### config.mk
export PLATFORM = sky130hd
export DESIGN_NAME = lspc_timer_irq
export DESIGN_NICKNAME = d
export VERILOG_FILES = /design/src/rtl/lspc_timer_irq.sv
export SDC_FILE = /design/constraint.sdc
export NUM_CORES = 1
export LEC_CHECK = 0
export ABC_CLOCK_PERIOD_IN_PS = 2630
export CORE_ASPECT_RATIO = 0.7
export CORE_MARGIN = 5
export CORE_UTILIZATION = 48
export CTS_BUF_LIST = sky130_fd_sc_hd__clkbuf_8
export CTS_CLUSTER_DIAMETER = 200
export DETAILED_ROUTE_END_ITERATION = 16
export GPL_ROUTABILITY_DRIVEN = 0
export PLACE_DENSITY = 0.76
export RECOVER_POWER = 50
export SLEW_MARGIN = 10
export SYNTH_ARGS = -nofsm -noshare
export SYNTH_HDL_FRONTEND = slang
export SYNTH_SLANG_ARGS = --single-unit
### constraint.sdc
create_clock -name CLK_24MB -period 2.63 [get_ports CLK_24MB]
set_clock_uncertainty 0.2 [all_clocks]
set_input_delay 0.526 -clock CLK_24MB [delete_from_list [all_inputs] [get_ports CLK_24MB]]
set_output_delay 0.526 -clock CLK_24MB [all_outputs]
set_load 0.01 [all_outputs]
### src/rtl/lspc_timer_irq.sv
// Raster-locked pixel timer with level interrupts (timer, vblank, reset) for the LSPC block.
// Optional build macro TIMER_PAL_STOP_EN: freeze counting on early PAL lines when MODE bit7 is set.
module lspc_timer_irq (
    input  logic        CLK_24MB,
    input  logic        RESETP,
    input  logic        PIXEL_EN,
    input  logic        VBLANK,
    input  logic [8:0]  RASTERC,
    input  logic        VMODE,
    input  logic        REG_WR,
    input  logic [1:0]  REG_ADDR,
    input  logic [15:0] REG_DATA,
    output logic [31:0] TIMER_CNT,
    output logic [3:0]  MODE,
    output logic        IRQ_TIMER,
    output logic        IRQ_VBL,
    output logic        IRQ_RESET
);

    logic [31:0] cnt_q, cnt_d;
    logic [15:0] rel_hi_q, rel_hi_d;
    logic [15:0] rel_lo_q, rel_lo_d;
    logic [3:0]  mode_q, mode_d;
    logic        irq_tmr_q, irq_tmr_d;
    logic        irq_vbl_q, irq_vbl_d;
    logic        irq_rst_q, irq_rst_d;
    logic        vbl_low_q, vbl_low_d;

    logic        pal_hold_s;
    logic        count_en_s;
    logic        vbl_rise_s;
    logic        tc_s;
    logic        wr_hi_s, wr_lo_s, wr_mode_s, wr_ack_s;

`ifdef TIMER_PAL_STOP_EN
    assign pal_hold_s = VMODE & mode_q[3] & (RASTERC < 9'h010);
`else
    logic unused_pal_s;
    assign unused_pal_s = ^{VMODE, RASTERC};
    assign pal_hold_s   = 1'b0;
`endif

    // vbl_low_q remembers VBLANK was low last cycle, so a level held high out of reset is not an edge
    assign vbl_rise_s = VBLANK & vbl_low_q;
    assign count_en_s = PIXEL_EN & ~pal_hold_s;
    assign tc_s       = count_en_s & (cnt_q == 32'h0000_0000);

    // Register-write decode
    always_comb begin
        wr_hi_s   = 1'b0;
        wr_lo_s   = 1'b0;
        wr_mode_s = 1'b0;
        wr_ack_s  = 1'b0;
        if (REG_WR) begin
            case (REG_ADDR)
                2'd0:    wr_hi_s   = 1'b1;
                2'd1:    wr_lo_s   = 1'b1;
                2'd2:    wr_mode_s = 1'b1;
                2'd3:    wr_ack_s  = 1'b1;
                default: wr_ack_s  = 1'b0;
            endcase
        end else begin
            wr_ack_s = 1'b0;
        end
    end

    // Next-state logic for registers, counter and interrupt flags
    always_comb begin
        rel_hi_d  = wr_hi_s   ? REG_DATA      : rel_hi_q;
        rel_lo_d  = wr_lo_s   ? REG_DATA      : rel_lo_q;
        mode_d    = wr_mode_s ? REG_DATA[7:4] : mode_q;
        vbl_low_d = ~VBLANK;

        if (wr_lo_s && mode_q[1]) begin
            cnt_d = {rel_hi_q, REG_DATA};
        end else if (vbl_rise_s && mode_q[2]) begin
            cnt_d = {rel_hi_q, rel_lo_q};
        end else if (tc_s && mode_q[3]) begin
            cnt_d = {rel_hi_q, rel_lo_q};
        end else if (count_en_s) begin
            cnt_d = cnt_q - 32'd1;
        end else begin
            cnt_d = cnt_q;
        end

        // A new cause in the same cycle as its ack keeps the flag set
        irq_tmr_d = (tc_s & mode_q[0]) | (irq_tmr_q & ~(wr_ack_s & REG_DATA[1]));
        irq_vbl_d = vbl_rise_s         | (irq_vbl_q & ~(wr_ack_s & REG_DATA[2]));
        irq_rst_d = irq_rst_q & ~(wr_ack_s & REG_DATA[0]);
    end

    // State registers with synchronous reset
    always_ff @(posedge CLK_24MB) begin
        if (RESETP) begin
            cnt_q     <= 32'h0000_0000;
            rel_hi_q  <= 16'h0000;
            rel_lo_q  <= 16'h0000;
            mode_q    <= 4'h0;
            irq_tmr_q <= 1'b0;
            irq_vbl_q <= 1'b0;
            irq_rst_q <= 1'b1;
            vbl_low_q <= 1'b0;
        end else begin
            cnt_q     <= cnt_d;
            rel_hi_q  <= rel_hi_d;
            rel_lo_q  <= rel_lo_d;
            mode_q    <= mode_d;
            irq_tmr_q <= irq_tmr_d;
            irq_vbl_q <= irq_vbl_d;
            irq_rst_q <= irq_rst_d;
            vbl_low_q <= vbl_low_d;
        end
    end

    assign TIMER_CNT = cnt_q;
    assign MODE      = mode_q;
    assign IRQ_TIMER = irq_tmr_q;
    assign IRQ_VBL   = irq_vbl_q;
    assign IRQ_RESET = irq_rst_q;

endmodule

### Word-level counts from Yosys, hierarchy flattened

Cells that the tools add are included.

* flip-flop bits (word level): 72
* bits in latches: 0
* memory bits (writable): 0
* ROM bits: 0
* output and inout bits: 39
* logic and storage cells: 45
* memories: 0

* add/sub/neg operators: 1
* multiply operators: 0
* div/mod/pow operators: 0
* $lt $le $gt $ge: 0
* equality and inequality tests: 3
* shift operators: 0
* muxes and demuxes: 12
* bitwise operators: 15
* reduce and logical (&&, ||, !) cells: 6

Operators by type and width (number)
* 32-bit 2-to-1 mux: 4
* 32-bit zero test: 1
* 32-bit by 1-bit subtractor with 32-bit output (second input constant): 1
* 1-bit bitwise AND: 9
* 1-bit 2-to-1 mux: 8
* 2-bit == test (second input constant): 2
* 1-bit NOT: 4
* 4-bit nonzero test: 1
* 1-bit logical AND: 3
* 2-bit by 1-bit == test with 1-bit output (second input constant): 1
* 2-bit zero test: 1
* 1-bit OR: 2

### Depth between registers and ports, before layout

Gate-level depths: netlist of run 1.

* depth in word-level cells: 7
* depth in mapped cells: 11
* depth with buffers taken out: 7

### Worst setup path after synthesis of run 1

No wires, ideal clock.

* path kind: flip-flop to flip-flop
* start point: register cnt_q[0] (netlist: TIMER_CNT[0])
* end point: register cnt_q[7] (netlist: TIMER_CNT[7])
* library setup time: 118 ps
* arrival time: 2610 ps
* data required time: 2312 ps
* path slack: -298 ps
* stages on the path, launching flop included: 11
* path buffers: 3
* period minus slack after synthesis: 2928 ps
* cells stage by stage: dfxtp_1 -> inv_1 -> ha_1 -> or3b_1 -> buf_2 -> or4_4 -> buf_6 -> or3_1 -> buf_2 -> or3_1 -> o2111a_1

* longest elaborated chain between the ends: 6
* elaborated cells on any way between the ends: 9
* those cells by class: add/sub (1); mux (4); bitwise (1); reduce/logical (3)

Ends and longest elaborated chain
* start: declaration: RTL line 20 `logic [31:0] cnt_q, cnt_d;`
* start signal: assignment: RTL line 104 `cnt_q <= cnt_d;`
* branches (longest 6 deep; another with 32-bit by 1-bit subtractor with 32-bit output)

Several ways; the timed one is not identified. The select of a mux whose other input is x is not followed.
A chain may end at the register's enable or synchronous reset.

### Worst setup path after layout of run 1

* start point: register cnt_q[7] (netlist: TIMER_CNT[7])
* end point: register irq_tmr_q (netlist: IRQ_TIMER)

* longest elaborated chain between the ends: 4

Ends and longest elaborated chain
* 32-bit zero test: RTL line 46 `assign tc_s = count_en_s & (cnt_q == 32'h0000_0000);`
* 1-bit bitwise AND: RTL line 46
* 1-bit bitwise AND: RTL line 87 `irq_tmr_d = (tc_s & mode_q[0]) | (irq_tmr_q & ~(wr_ack_s & REG_DATA[1]));`
* 1-bit OR: RTL line 87
* end signal: assignment: RTL line 108 `irq_tmr_q <= irq_tmr_d;`
* end: declaration: RTL line 24 `logic irq_tmr_q, irq_tmr_d;`

No other way between the ends.

==> flow_metrics.tcl, run 1 <==
set metrics [dict create \
    synth.area.top_cells "dfxtp_1, nand2_1, a21oi_1, xnor2_1, a211oi_1" \
    min_delay_path_depth 2 \
    synth_top_area_share_pct 40.8 \
    pwr-share-comb_pct 25.2 \
    path_cells "or4_4, or4_4, buf_4, or4_1, a21oi_1" \
    sw_frac_of_total_pct 28.9 \
    synthCells 442 \
    final_hold_viol_count 0 \
    vias 3743 \
    clk_transition_reported_paths_ps 80 \
    yosysMostFrequentCell "nand2_1" \
    crit_family "simple AND/OR/NAND/NOR gates" \
    wirelength_um 11500 \
    ys_seq_area_share_pct 40.8 \
    drtIter0Drc 444 \
    dieHeight_um 81.8 \
    clock_latency_ps 350 \
    ios 72 \
    syn_area_um2 3530 \
    status "complete, no violations" \
    relSlewSlack_pct 61.8 \
    min_period_ps 2600 \
    grtUsageTotal_pct 25.5 \
    timing.fmax_mhz 384 \
    cts_root_buffer "clkbuf_8" \
    tightestPinTransition_ps 572 \
    grt_pass1_wl_um 18100 \
    crit_type "flop to flop" \
    ys_types 48 \
    wl_per_cell_um 18.0 \
    clock_power_share_pct 34.4 \
    critPathSlowestCell "or4_1" \
    slowest_delay_ps 580 \
    cts.sinks 72 \
    hold_ws_ps 261 \
    r2r_slack_ps 30 \
    synthToLayoutAreaGrowth_pct 38.0 \
    synth_edf_count 0 \
    core.rowCount 26 \
    reg2regPathDepth 5 \
    cp_common_cell "or4_4" \
    final_nets 567 \
    hold_path_class "flop to flop" \
    cp_num_buf_inv 1 \
    ys_seq_elements 72 \
    power.share.sequential_pct 40.4 \
    drv_cap 0 \
    syn_area_per_cell_um2 7.99 \
    io_buffers 61 \
    grt_pass1_vias 3479 \
    cts_tree "yes" \
    firstDrtPassIters 5 \
    power.density_nw_per_um2 619 \
    die_area_um2 9200 \
    yosys_most_used_dff "dfxtp_1" \
    synth_nets 476 \
    hold_buffers 0 \
    ys_warn_count 0 \
    core_area_um2 7220 \
    fin_cells 636 \
    crit_arrival_ps 2690 \
    p_total_mw 3.02 \
    n_antenna_cell 0 \
    die_w_um 113 \
    path_depth 5 \
    fin_area_um2 4870 \
    dpl_cell_area_um2 4570 \
    power.leakage_nw 1.81 \
    critPathCaptureType "flop" \
    setup-violations-final 0 \
    rsz0062_at_grt "yes" \
    fill_cells 613 \
    antenna_found_initial 0 \
    finalCritPeriodShare_pct 98.9 \
    grt_max_degree 29 \
    drive_above_1_share_pct 19.0 \
    required_ps 2710 \
    cts_max_path_buffers 2 \
    via_per_inst 5.89 \
    post-route-util_pct 67.5 \
    report.final.slew_viol_count 0 \
    p_int_mw 2.15 \
    switching_power_uw 871 \
    crit_fanout 4 \
    drc 0 \
    synth_largest_area_cell "dfxtp_1" \
    ir_drop_uv 319 \
    cts_made_buffers 9 \
    place_inst 618 \
    htreeDepth 3 \
    cp-start-kind "flop" \
    synthArstFlopShare_pct 0 \
    dp.final_hpwl_um 8440 \
    yosys-top-cells-count "nand2_1, dfxtp_1, a21oi_1, nor2_1, clkbuf_1" \
    ant_nets 0 \
    initial_utilization_pct 48.9 \
    grt.overflow.total 0 \
]
sequential cells by signal, indices dropped and copies added (netlist names):
signal and flops:
IRQ_RESET 1, IRQ_TIMER 1, IRQ_VBL 1, MODE 4
TIMER_CNT 32, rel_hi_q 16, rel_lo_q 16, vbl_low_q 1
power groups by stage:
stage,sequential (mW),clock [mW],combinational [mW]
detailed placement,1.24,0,0.715
CTS,1.21,1.06,0.739
floorplan,1.27,0,0.347
finish,1.22,1.04,0.760
global placement,1.24,0,0.705
global route,1.23,1.11,0.816
worst min-delay path, cell delays in order, from the launching register on:
cell and delay, ps:
dfxtp_1 320, nand2_1 50, a21oi_1 50
path summary, 6_finish.rpt:
kind | from | end
worst min-delay path | rel_hi_q[9] | rel_hi_q[9]
worst max-delay path | TIMER_CNT[7] | IRQ_TIMER
worst max register to register | TIMER_CNT[7] | IRQ_TIMER
worst min register to register | rel_hi_q[9] | rel_hi_q[9]
cells by family after synthesis:
group	after synthesis	share of synthesized area, %
AOI/OAI and AO/OA	98	17.6
adders and majority gates	1	0.354
xor gates and xnor gates	27	6.70
buffers and inverters	38	4.61
DFF	72	40.8
muxes	7	1.98
and+or+nand+nor	199	27.9
what timing repair did:
item | in CTS | in global routing
pin swaps | 2 | 3
resized for setup | 5 | 7
endpoints found under the hold margin | 0 | 0
setup buffers | 2 | 0
setup endpoints to repair | 33 | 23
metrics by stage:
step           setup WS [ps]  setup TNS, ps
2_1_floorplan           -167           -963
4_1_cts                 2.57              0
3_5_place_dp            -591         -16830
6_report                27.7              0
3_3_place_gp            -574         -15200
5_1_grt                -24.9          -63.4
cell usage in the layout (no fill, tap or decap), types with 3 or more instances in the layout:
| cell type | instances |
|---|---|
| o2111a_1 | 3 |
| o31ai_1 | 4 |
| nor2_1 | 36 |
| nor3b_1 | 3 |
| or4_4 | 4 |
| xor2_1 | 8 |
| buf_4 | 52 |
| a211oi_1 | 18 |
| clkbuf_8 | 11 |
| a21oi_2 | 9 |
| nand4b_1 | 6 |
| o211ai_1 | 3 |
| clkdlybuf4s50_1 | 59 |
| xnor2_1 | 19 |
| a311oi_1 | 5 |
| nand3b_1 | 3 |
| nand3_1 | 3 |
| mux2i_1 | 7 |
| nor3_1 | 17 |
| nand4_1 | 5 |
| a21oi_1 | 43 |
| nand2_1 | 81 |
| nor4_1 | 12 |
| dfxtp_1 | 69 |
| or3_1 | 9 |
| or4_1 | 3 |
final cells by class:
class | count | area, um^2 | share of cell area (%)
Clock inverter | 5 | 86.3 | 1.77
Inverter | 2 | 7.51 | 0.154
Tap cell | 98 | 123 | 2.52
Clock buffer | 11 | 151 | 3.11
Multi-Input combinational cell | 332 | 2020 | 41.4
Timing Repair Buffer | 116 | 1040 | 21.3
Sequential cell | 72 | 1450 | 29.8
metal layers:
| metal | global-route usage (%) | wire length [um] |
|---|---|---|
| met1 | 35.2 | 5180 |
| met2 | 39.3 | 4840 |
| met3 | 8.39 | 1310 |
| met4 | 5.40 | 144 |
| met5 | 0 | 0 |
No activity file was read; power rests on OpenSTA's default activity.
==> run 2: changes to the inputs <==
--- a/config.mk
+++ b/config.mk
@@ -5,15 +5,15 @@
 export SDC_FILE = /design/constraint.sdc
 export NUM_CORES = 1
 export LEC_CHECK = 0
-export ABC_CLOCK_PERIOD_IN_PS = 2630
+export ABC_CLOCK_PERIOD_IN_PS = 2800
 export CORE_ASPECT_RATIO = 0.7
 export CORE_MARGIN = 5
-export CORE_UTILIZATION = 48
+export CORE_UTILIZATION = 35
 export CTS_BUF_LIST = sky130_fd_sc_hd__clkbuf_8
 export CTS_CLUSTER_DIAMETER = 200
 export DETAILED_ROUTE_END_ITERATION = 16
 export GPL_ROUTABILITY_DRIVEN = 0
-export PLACE_DENSITY = 0.76
+export PLACE_DENSITY = 0.56
 export RECOVER_POWER = 50
 export SLEW_MARGIN = 10
 export SYNTH_ARGS = -nofsm -noshare
==> constraint.sdc (replaced) <==
create_clock -name CLK_24MB -period 2.8 [get_ports CLK_24MB]
set_clock_uncertainty 0.2 [all_clocks]
set_input_delay 0.7 -clock CLK_24MB [delete_from_list [all_inputs] [get_ports CLK_24MB]]
set_output_delay 0.7 -clock CLK_24MB [all_outputs]
set_load 0.01 [all_outputs]
==> flow_metrics.tcl, run 2 (same netlist as run 1, synthesis figures left out) <==
set metrics [dict create \
    timing.fmax_mhz 368 \
    grt_max_degree 30 \
    drtIter0Drc 266 \
    die_area_um2 12200 \
    wirelength_um 12000 \
    cts.sinks 72 \
    cp-start-kind "flop" \
    multi_input_area_um2 1970 \
    ios 72 \
    status "complete, no violations" \
    fin_cells 663 \
    vias 3609 \
    via_per_inst 5.44 \
    hold_ws_ps 255 \
    fill_cells 982 \
    report.final.slew_viol_count 0 \
    drv_cap 0 \
    n_antenna_cell 0 \
    final_nets 565 \
    hold_path_class "flop to flop" \
    htreeDepth 3 \
    die_w_um 130 \
    dp.final_hpwl_um 8790 \
    slowest_delay_ps 570 \
    layout_common_cells "nand2_1, dfxtp_1, a21oi_1" \
    power.leakage_nw 1.83 \
    largest_reg_flops 32 \
    cts_tree "yes" \
    power.density_nw_per_um2 548 \
    post-route-util_pct 49.3 \
    io_buffers 61 \
    ant_nets 0 \
    setup-violations-final 0 \
    tightestPinTransition_ps 847 \
    cp_num_buf_inv 0 \
    critPathSlowestCell "or4_4" \
    grtUsageTotal_pct 20.1 \
    drc 0 \
    core_area_um2 9760 \
    finalCritPeriodShare_pct 97.2 \
    path_cells "or4_4, or4_4, or3_4, or3_1, o2111a_1" \
    grt.overflow.total 0 \
    firstDrtPassIters 4 \
    clock_latency_ps 350 \
    final.setup.worst_slack_ps 78.9 \
    relSlewSlack_pct 43.5 \
    dieHeight_um 94.1 \
    final_hold_viol_count 0 \
    dp_slack_ps -521 \
    min_period_ps 2720 \
    initial_utilization_pct 36.2 \
    crit_family "simple AND/OR/NAND/NOR gates" \
    crit_type "flop to flop" \
    required_ps 2840 \
    place_inst 645 \
    critPathCaptureType "flop" \
    wl_per_cell_um 18.1 \
    clk_transition_reported_paths_ps 70 \
    grt_pass1_vias 3309 \
    grt_pass1_wl_um 18700 \
    cts_root_buffer "clkbuf_8" \
    crit_fanout 6 \
    synthToLayoutAreaGrowth_pct 36.2 \
    rsz0062_at_grt "no" \
    final_common_cell "nand2_1" \
    hold_buffers 0 \
    cp_common_cell "or4_4" \
    crit_arrival_ps 2770 \
    antenna_found_initial 0 \
    seqCellArea_um2 1450 \
    core.rowCount 30 \
    cts_max_path_buffers 2 \
    ir_drop_uv 215 \
    cts_made_buffers 9 \
    drive_above_1_share_pct 15.5 \
]
-- run 2: final cells by class --
type,count,area share [%]
Clock buffer,10,2.86
Tap cell,128,3.33
Multi-Input combinational cell,332,40.9
Sequential cell,72,30.2
Inverter,2,0.156
Clock inverter,5,1.01
Timing Repair Buffer,114,21.6
-- run 2: worst min-delay path, delay by kind of cell (launching register included) --
kind	cells	cell delay, ps
compound gates	1	50
flops	1	310
simple gates	1	50
-- run 2: through the flow --
step / setup TNS (ps) / area, um^2 / total power, mW
after floorplan: 0 / 3570 / 1.52
after global placement: -13450 / 4590 / 1.82
after detailed placement: -14090 / 4590 / 1.82
after CTS: 0 / 4820 / 2.66
after global routing: 0 / 4810 / 2.75
final: 0 / 4810 / 2.64
-- run 2: what timing repair did --
item	CTS	global route
setup buffers	3	0
endpoints found under the setup margin	32	0
gates resized for setup	6	0
hold endpoints to repair	0	0
-- run 2: path summary, 6_finish.rpt --
path	from	end	slack, ps	cells after the start
worst max-delay path	TIMER_CNT[7]	TIMER_CNT[7]	80	5
worst min-delay path	rel_lo_q[15]	rel_lo_q[15]	260	2
worst max register to register	TIMER_CNT[7]	TIMER_CNT[7]	80	5
worst min register to register	rel_lo_q[15]	rel_lo_q[15]	260	2
-- run 2: power by group --
group,internal [mW],switching (mW),total (mW)
clock,0.423,0.392,0.815
sequential,1.09,0.0567,1.14
combinational,0.344,0.334,0.678
-- run 2: layer usage --
metal	routed length [um]	share of wire (%)	GRT usage, %	vias to the layer above
met1	5970	50	31.0	1691
met2	4900	41	27.3	148
li1	-	-	-	1758
met4	119	0.99	5.10	0
met5	0	0	0	-
met3	1010	8.4	5.11	12
==> run 3: changes to the inputs <==
--- a/config.mk
+++ b/config.mk
@@ -5,7 +5,6 @@
 export SDC_FILE = /design/constraint.sdc
 export NUM_CORES = 1
 export LEC_CHECK = 0
-export ABC_CLOCK_PERIOD_IN_PS = 2800
 export CORE_ASPECT_RATIO = 0.7
 export CORE_MARGIN = 5
 export CORE_UTILIZATION = 35
==> results of run 3 <==
No change in the layout: final DEF, timing and power equal those of run 2.
